### src/rtl/mix_seq_pkg.sv
// -----------------------------------------------------------------------------
// mix_seq_pkg
// Shared types and helpers for the mix_sequencer valve sequencer.
//   state_t        : sequencer phase encoding
//   chan_sel_t     : result of an inlet search (valid flag + channel index)
//   next_nonzero() : lowest inlet at or above a start index with a nonzero dose
//   resolve_phase(): skips zero-length timed phases in a single transition
// -----------------------------------------------------------------------------
package mix_seq_pkg;

  // Upper bound on the inlet count; the search mask is sized to this so the
  // helpers stay independent of the instance parameters (N_SOLN must not exceed it).
  localparam int MAX_SOLN = 32;
  // One extra bit so "last channel + 1" is representable without wrapping.
  localparam int IDX_W    = 6;

  typedef enum logic [2:0] {
    ST_IDLE    = 3'd0,
    ST_DOSE    = 3'd1,
    ST_TRANSIT = 3'd2,
    ST_MIX     = 3'd3,
    ST_DRAIN   = 3'd4
  } state_t;

  typedef struct packed {
    logic             valid;
    logic [IDX_W-1:0] idx;
  } chan_sel_t;

  // Lowest index >= from_idx whose bit in nz_mask is set (bit i = dose i nonzero).
  function automatic chan_sel_t next_nonzero(input logic [MAX_SOLN-1:0] nz_mask,
                                             input logic [IDX_W-1:0]    from_idx);
    chan_sel_t sel;
    sel.valid = 1'b0;
    sel.idx   = '0;
    // Walk downwards so the lowest qualifying index is the one left standing.
    for (int i = MAX_SOLN - 1; i >= 0; i--) begin
      if (nz_mask[i] && (IDX_W'(i) >= from_idx)) begin
        sel.valid = 1'b1;
        sel.idx   = IDX_W'(i);
      end else begin
        sel = sel;
      end
    end
    return sel;
  endfunction

  // Falls through TRANSIT -> MIX -> DRAIN -> IDLE past any phase whose
  // programmed length is zero, so a zero-length phase costs no cycles.
  function automatic state_t resolve_phase(input state_t want,
                                           input logic   tr_nz,
                                           input logic   mx_nz,
                                           input logic   dr_nz);
    state_t s;
    s = want;
    if ((s == ST_TRANSIT) && !tr_nz) s = ST_MIX;     else s = s;
    if ((s == ST_MIX)     && !mx_nz) s = ST_DRAIN;   else s = s;
    if ((s == ST_DRAIN)   && !dr_nz) s = ST_IDLE;    else s = s;
    return s;
  endfunction

endpackage

### src/rtl/mix_sequencer_phase_timer.sv
// -----------------------------------------------------------------------------
// phase_timer
// Loadable down-counter shared by every timed phase of the sequencer.
//   clk, rst  : clock, synchronous active-high reset
//   i_load    : load i_value this cycle (takes priority over counting)
//   i_value   : phase length in cycles
//   o_expire  : high on the last cycle of the loaded length (count == 1)
// The counter saturates at zero rather than wrapping.
// -----------------------------------------------------------------------------
module phase_timer #(
  parameter int CNT_W = 16
) (
  input  logic             clk,
  input  logic             rst,
  input  logic             i_load,
  input  logic [CNT_W-1:0] i_value,
  output logic             o_expire
);

  logic [CNT_W-1:0] r_count;

  // Count register: load, else decrement down to zero and stay there.
  always_ff @(posedge clk) begin
    if (rst) begin
      r_count <= '0;
    end else if (i_load) begin
      r_count <= i_value;
    end else if (r_count != '0) begin
      r_count <= r_count - CNT_W'(1);
    end else begin
      r_count <= r_count;
    end
  end

  assign o_expire = (r_count == CNT_W'(1));

endmodule

### src/rtl/mix_sequencer.sv
// -----------------------------------------------------------------------------
// mix_sequencer
// Valve sequencer for a serial-mixing chain: meters each inlet in turn, waits
// for transit through the delay lines, holds a mix dwell, then drains.
//   clk, rst     : clock, synchronous active-high reset
//   start        : one-cycle pulse, begins a run from IDLE (ignored with abort)
//   abort        : level, forces DRAIN from DOSE/TRANSIT/MIX
//   dose_cfg     : per-inlet dose cycles, field i = [i*CNT_W +: CNT_W]
//   transit_cfg  : transit wait cycles
//   mix_cfg      : mix dwell cycles
//   drain_cfg    : outlet-open cycles
//   inlet_valve  : one-hot-or-zero inlet enables (registered)
//   outlet_valve : outlet enable (registered)
//   busy         : high outside IDLE
//   done         : one-cycle pulse on normal completion
//   aborted      : one-cycle pulse on completion after an abort
// All configuration is captured when start is accepted.
// -----------------------------------------------------------------------------
module mix_sequencer
  import mix_seq_pkg::*;
#(
  parameter int N_SOLN = 3,
  parameter int CNT_W  = 16
) (
  input  logic                    clk,
  input  logic                    rst,
  input  logic                    start,
  input  logic                    abort,
  input  logic [N_SOLN*CNT_W-1:0] dose_cfg,
  input  logic [CNT_W-1:0]        transit_cfg,
  input  logic [CNT_W-1:0]        mix_cfg,
  input  logic [CNT_W-1:0]        drain_cfg,
  output logic [N_SOLN-1:0]       inlet_valve,
  output logic                    outlet_valve,
  output logic                    busy,
  output logic                    done,
  output logic                    aborted
);

  state_t                  r_state, w_next_state;
  logic [IDX_W-1:0]        r_chan, w_next_chan;
  logic [N_SOLN*CNT_W-1:0] r_dose;
  logic [CNT_W-1:0]        r_transit, r_mix, r_drain;
  logic                    r_abort_seen;

  logic [N_SOLN-1:0]       r_inlet;
  logic                    r_outlet, r_busy, r_done, r_aborted;

  logic                    w_accept, w_advance, w_abort_take, w_finish, w_abort_any;
  logic                    w_expire;
  logic [N_SOLN*CNT_W-1:0] w_dose_src;
  logic [CNT_W-1:0]        w_transit_src, w_mix_src, w_drain_src, w_load_value;
  logic                    w_tr_nz, w_mx_nz, w_dr_nz;
  logic [MAX_SOLN-1:0]     w_nz_mask;
  chan_sel_t               w_first_sel, w_step_sel;
  logic [N_SOLN-1:0]       w_inlet_next;

  // On the accepting cycle the live inputs drive decisions; afterwards the
  // latched copies do, so host writes mid-run cannot disturb the run.
  assign w_accept      = (r_state == ST_IDLE) && start && !abort;
  assign w_dose_src    = w_accept ? dose_cfg    : r_dose;
  assign w_transit_src = w_accept ? transit_cfg : r_transit;
  assign w_mix_src     = w_accept ? mix_cfg     : r_mix;
  assign w_drain_src   = w_accept ? drain_cfg   : r_drain;
  assign w_tr_nz       = |w_transit_src;
  assign w_mx_nz       = |w_mix_src;
  assign w_dr_nz       = |w_drain_src;

  // Build the nonzero-dose mask that drives the channel search.
  always_comb begin
    w_nz_mask = '0;
    for (int i = 0; i < N_SOLN; i++) begin
      w_nz_mask[i] = |w_dose_src[i*CNT_W +: CNT_W];
    end
  end

  assign w_first_sel = next_nonzero(w_nz_mask, '0);
  assign w_step_sel  = next_nonzero(w_nz_mask, r_chan + IDX_W'(1));

  // Next-state logic; w_advance reloads the shared timer on every transition.
  always_comb begin
    w_next_state = r_state;
    w_next_chan  = r_chan;
    w_advance    = 1'b0;
    w_abort_take = 1'b0;
    case (r_state)
      ST_IDLE: begin
        if (w_accept) begin
          w_advance = 1'b1;
          if (w_first_sel.valid) begin
            w_next_state = ST_DOSE;
            w_next_chan  = w_first_sel.idx;
          end else begin
            w_next_state = resolve_phase(ST_TRANSIT, w_tr_nz, w_mx_nz, w_dr_nz);
          end
        end else begin
          w_advance = 1'b0;
        end
      end
      ST_DOSE: begin
        if (abort) begin
          w_abort_take = 1'b1;
          w_advance    = 1'b1;
          w_next_state = resolve_phase(ST_DRAIN, w_tr_nz, w_mx_nz, w_dr_nz);
        end else if (w_expire) begin
          w_advance = 1'b1;
          // Jump straight to the next nonzero inlet: no gap cycle.
          if (w_step_sel.valid) begin
            w_next_chan = w_step_sel.idx;
          end else begin
            w_next_state = resolve_phase(ST_TRANSIT, w_tr_nz, w_mx_nz, w_dr_nz);
          end
        end else begin
          w_advance = 1'b0;
        end
      end
      ST_TRANSIT: begin
        if (abort) begin
          w_abort_take = 1'b1;
          w_advance    = 1'b1;
          w_next_state = resolve_phase(ST_DRAIN, w_tr_nz, w_mx_nz, w_dr_nz);
        end else if (w_expire) begin
          w_advance    = 1'b1;
          w_next_state = resolve_phase(ST_MIX, w_tr_nz, w_mx_nz, w_dr_nz);
        end else begin
          w_advance = 1'b0;
        end
      end
      ST_MIX: begin
        if (abort) begin
          w_abort_take = 1'b1;
          w_advance    = 1'b1;
          w_next_state = resolve_phase(ST_DRAIN, w_tr_nz, w_mx_nz, w_dr_nz);
        end else if (w_expire) begin
          w_advance    = 1'b1;
          w_next_state = resolve_phase(ST_DRAIN, w_tr_nz, w_mx_nz, w_dr_nz);
        end else begin
          w_advance = 1'b0;
        end
      end
      ST_DRAIN: begin
        // Abort is deliberately ignored here: the chain is already draining.
        if (w_expire) begin
          w_advance    = 1'b1;
          w_next_state = ST_IDLE;
        end else begin
          w_advance = 1'b0;
        end
      end
      default: begin
        w_advance    = 1'b1;
        w_next_state = ST_IDLE;
      end
    endcase
  end

  // Length of the phase (or dose channel) being entered.
  always_comb begin
    w_load_value = '0;
    case (w_next_state)
      ST_DOSE: begin
        for (int i = 0; i < N_SOLN; i++) begin
          w_load_value = (w_next_chan == IDX_W'(i)) ? w_dose_src[i*CNT_W +: CNT_W]
                                                    : w_load_value;
        end
      end
      ST_TRANSIT: w_load_value = w_transit_src;
      ST_MIX:     w_load_value = w_mix_src;
      ST_DRAIN:   w_load_value = w_drain_src;
      default:    w_load_value = '0;
    endcase
  end

  // Decode the inlet enables from the state being entered so valves are registered.
  always_comb begin
    w_inlet_next = '0;
    for (int i = 0; i < N_SOLN; i++) begin
      w_inlet_next[i] = (w_next_state == ST_DOSE) && (w_next_chan == IDX_W'(i));
    end
  end

  // A start with everything zero completes from IDLE in one step.
  assign w_finish    = (w_next_state == ST_IDLE) && ((r_state != ST_IDLE) || w_accept);
  assign w_abort_any = r_abort_seen || w_abort_take;

  phase_timer #(.CNT_W(CNT_W)) u_timer (
    .clk      (clk),
    .rst      (rst),
    .i_load   (w_advance),
    .i_value  (w_load_value),
    .o_expire (w_expire)
  );

  // State, latched configuration and registered outputs.
  always_ff @(posedge clk) begin
    if (rst) begin
      r_state      <= ST_IDLE;
      r_chan       <= '0;
      r_dose       <= '0;
      r_transit    <= '0;
      r_mix        <= '0;
      r_drain      <= '0;
      r_abort_seen <= 1'b0;
      r_inlet      <= '0;
      r_outlet     <= 1'b0;
      r_busy       <= 1'b0;
      r_done       <= 1'b0;
      r_aborted    <= 1'b0;
    end else begin
      r_state <= w_next_state;
      r_chan  <= w_next_chan;
      if (w_accept) begin
        r_dose    <= dose_cfg;
        r_transit <= transit_cfg;
        r_mix     <= mix_cfg;
        r_drain   <= drain_cfg;
      end else begin
        r_dose    <= r_dose;
        r_transit <= r_transit;
        r_mix     <= r_mix;
        r_drain   <= r_drain;
      end
      r_abort_seen <= w_finish ? 1'b0 : w_abort_any;
      r_inlet      <= w_inlet_next;
      r_outlet     <= (w_next_state == ST_DRAIN);
      r_busy       <= (w_next_state != ST_IDLE);
      r_done       <= w_finish && !w_abort_any;
      r_aborted    <= w_finish && w_abort_any;
    end
  end

  assign inlet_valve  = r_inlet;
  assign outlet_valve = r_outlet;
  assign busy         = r_busy;
  assign done         = r_done;
  assign aborted      = r_aborted;

endmodule

### config.mk
export PLATFORM = sky130hd
export DESIGN_NAME = mix_sequencer
export DESIGN_NICKNAME = d
export VERILOG_FILES = /design/src/rtl/mix_seq_pkg.sv /design/src/rtl/mix_sequencer_phase_timer.sv /design/src/rtl/mix_sequencer.sv
export SDC_FILE = /design/constraint.sdc
export NUM_CORES = 1
export LEC_CHECK = 0
export CAP_MARGIN = 20
export CORE_UTILIZATION = 58
export DETAILED_ROUTE_END_ITERATION = 7
export GPL_ROUTABILITY_DRIVEN = 1
export GPL_TIMING_DRIVEN = 0
export PLACE_DENSITY = 0.89
export SYNTH_ARGS = -nofsm -noshare
export SYNTH_HDL_FRONTEND = slang
export SYNTH_SLANG_ARGS = --single-unit
### constraint.sdc
create_clock -name clk -period 4.71 [get_ports clk]
set_clock_uncertainty 0.05 [all_clocks]
set_input_delay 0.942 -clock clk [delete_from_list [all_inputs] [get_ports clk]]
set_output_delay 0.942 -clock clk [all_outputs]
set_load 0.02 [all_outputs]
==> metrics.md, run 1 <==
| Metric | Value |
|---|---|
| Status | finished clean |
| CTS tree | yes |
| Cell area after synthesis | 0.00670 mm² |
| Post-DP HPWL | 16300 µm |
| Boundary Pins | 107 |
| Cell Pwr Density | 482 mW/mm² |
| GRT Resource Usage Total | 39.4% |
| Post-CTS Resized | 0 |
| Port bufs | 106 |
| Sequential-to-total area share from yosys stat | 38.5% |
| Synth unique cells | 69 |
| Non-Filler Instances | 1101 |
| Final hold vios | 0 |
| Num rows | 38 |
| Post-route DRC | 0 |
| Worst Path Arrival | 4.44 ns |
| Yosys reg bits | 129 |
| Setup ws final | 0.565 ns |
| Post-CTS Setup Bufs | 0 |
| Max Slew Vio Count | 0 |
| Post-synth ARST share | 0% |
| Initial antenna violation count | 0 |
| Synth Warn # | 0 |
| Die Wd | 109 µm |
| CTS root buffer | clkbuf_16 |
| P&R area growth vs syn | 27.5% |
| WL final | 22600 µm |
| Total grt overflow | 0 |
| # placed instances | 1069 |
| Core ar. | 0.0110 mm² |
| Setup crit start kind | input port |
| Starting Density | 60.7% |
| Unrepaired setup endpoints after global routing | no |
| Drt via density | 6.50 |
| CTS Buf Count | 17 |
| P_leak | 0.00368 µW |
| Drt pass-1 iters | 5 |
| Crit path capture type | register |
| Hold Crit Class | reg2reg |
| Hold buffers post-CTS | 0 |
| Antenna fix cells | 0 |
| Via count | 7160 |
| Crit Path Max Fanout | 10 |
| CP required | 5.01 ns |
| Layout cell share with drive strength beyond 1 | 8.53% |
| Worst hold slack | 0.384 ns |
| Die Y | 109 µm |
| Htree depth | 4 |
| Worst slew margin | 29.0% |
| Vias in the first global route | 6776 |
| Reg clk slew, reported paths | 0.07 ns |
| Routability cong. | 0.978 |
| Post-Syn Area per Cell | 8.14 µm² |
| Setup TNS | 0 ns |
| Routed WL per cell | 20.5 µm |
| Max Cap Violations | 0 |
| Final #Nets | 1053 |
| Clock Latency Late Sink | 0.43 ns |
| Initial DRC Count | 1239 |
| Worst Max-Slew Pin Slew | 1.06 ns |
| DP Worst Slack | 0.332 ns |
| Primary FF master, synth | dfxtp_1 |
| Fmax | 241 MHz |
| Number of synthesized flops with an enable pin | 0 |
| Post-synthesis cell count | 823 |
| Setup Viol. Count Final | 0 |
| Maximum VDD drop | 313 µV |
| Largest net degree at the start of global routing | 17 |
| Clock sinks | 129 |
| Full die area | 0.0120 mm² |
| Global-route wire length before repair | 34800 µm |
| Tcrit/Tclk final | 88.0% |
| Final min period | 4.15 ns |
| Post-Syn Nets | 928 |
| Kind of critical path | in2reg |
| Post-DRT Antenna Nets | 0 |
| Max Root-Sink Buffers | 2 |
[worst max-delay path: stages]
cell             delay [ns]
clkdlybuf4s50_1        0.47
nor4_1                 0.34
nand4_1                0.34
nor4_1                 0.51
nand2b_1               0.27
o21a_1                 0.25
a21o_1                 0.28
clkbuf_1               0.37
o21ai_0                0.16
mux2i_1                0.19
nand2_1                0.13
a21oi_1                0.19
[cell usage after synthesis, types with 4 or more instances]
cell / instances / area share, %
a211oi_1: 9 / 1.0
a21bo_2: 13 / 1.9
a21oi_1: 61 / 4.6
and2_1: 7 / 0.65
buf_1: 8 / 0.45
buf_2: 13 / 0.97
clkbuf_1: 23 / 1.3
dfxtp_1: 129 / 39
ha_1: 5 / 0.93
inv_1: 8 / 0.45
mux2i_1: 82 / 12
nand2_1: 123 / 6.9
nand2b_1: 4 / 0.37
nand3_1: 7 / 0.52
nand4_1: 13 / 1.2
nor2_1: 109 / 6.1
nor2b_1: 5 / 0.47
nor3_1: 20 / 1.5
nor3b_1: 6 / 0.67
nor4_1: 52 / 4.9
o21ai_0: 36 / 2.7
o22ai_1: 13 / 1.2
xnor2_1: 8 / 1.0
xor2_1: 6 / 0.78
[final cells by class]
cell class / instances / area, µm²
timing repair buffer: 106 / 1060
fill: 786 / 2490
clock inverter: 14 / 176
clock buffer: 18 / 429
multi-input combinational: 639 / 3880
buffer: 47 / 211
tap: 140 / 175
sequential: 129 / 2580
inverter: 8 / 30.0
[through the flow]
stage	utilization, %	power [µW]	instance area, µm²
2_1_floorplan	-	2270	6700
3_3_place_gp	71.9	2630	7940
3_5_place_dp	71.9	2660	7940
4_1_cts	77.4	4040	8540
5_1_grt	77.4	4270	8540
6_report	77.4	4120	8540
[sequential cells by signal, summed over array words and instances (netlist names), 3 cells and up]
name / count
r_state: 3
r_mix: 16
r_drain: 16
r_chan: 6
r_dose: 48
u_timer.r_count: 16
inlet_valve: 3
r_transit: 16
[cell families (layout without fill, tap and decap cells)]
| group | Yosys count | after routing | share of synthesized area [%] |
|---|---|---|---|
| compound gates | 166 | 166 | 16.0 |
| xor+xnor | 14 | 14 | 1.83 |
| fa+ha+maj | 5 | 5 | 0.934 |
| buf+inv | 55 | 193 | 3.60 |
| flops | 129 | 129 | 38.5 |
| mux | 85 | 85 | 12.8 |
| simple gates | 369 | 369 | 26.3 |
[cells in the final DEF (no fill, tap or decap), types with 6 or more instances in the layout]
cell             synthesis  layout
clkdlybuf4s50_1          0     106
o22ai_1                 13      13
and2_1                   7       7
nand4_1                 13      13
xor2_1                   6       6
nand3_1                  7       7
a21oi_1                 61      61
xnor2_1                  8       8
mux2i_1                 82      82
inv_1                    8       8
o21ai_0                 36      36
a21bo_2                 13      13
nor2_1                 109     109
clkbuf_1                23      24
clkbuf_16                0      17
nand2_1                123     123
dfxtp_1                129     129
nor4_1                  52      52
nor3_1                  20      20
buf_2                   13      13
a211oi_1                 9       9
nor3b_1                  6       6
buf_1                    8       8
[per-layer routing]
metal | track usage (%) | vias to the layer above | wire (µm)
li1 | - | 3197 | -
met5 | 0 | - | 0
met4 | 19.7 | 0 | 938
met3 | 10.0 | 112 | 2610
met2 | 61.0 | 526 | 10100
met1 | 50.9 | 3325 | 8960
[power by group]
| part | leakage [µW] | switching [µW] | internal [µW] |
|---|---|---|---|
| Clock | 0.000292 | 544 | 840 |
| Combinational | 0.00234 | 861 | 603 |
| Sequential | 0.00105 | 77.5 | 1190 |
[final timing paths]
kind / slack (ns) / cells after the start / start / end
worst min-delay path: 0.38 / 1 / r_abort_seen / done
worst min register to register: 0.38 / 1 / r_abort_seen / done
worst max-delay path: 0.56 / 12 / dose_cfg[17] / u_timer.r_count[3]
worst max register to register: 1.08 / 11 / r_state[2] / u_timer.r_count[3]
Note: power is estimated with default switching activity, not from simulation.
==> run 2, diff against run 1 <==
--- a/config.mk
+++ b/config.mk
@@ -5,11 +5,11 @@
 export SDC_FILE = /design/constraint.sdc
 export NUM_CORES = 1
 export LEC_CHECK = 0
-export CAP_MARGIN = 20
 export CORE_UTILIZATION = 58
 export DETAILED_ROUTE_END_ITERATION = 7
 export GPL_ROUTABILITY_DRIVEN = 1
 export GPL_TIMING_DRIVEN = 0
+export HOLD_SLACK_MARGIN = 0.03
 export PLACE_DENSITY = 0.89
 export SYNTH_ARGS = -nofsm -noshare
 export SYNTH_HDL_FRONTEND = slang
==> results of run 2 <==
The final DEF is identical to that of run 1; final timing and power are the same.
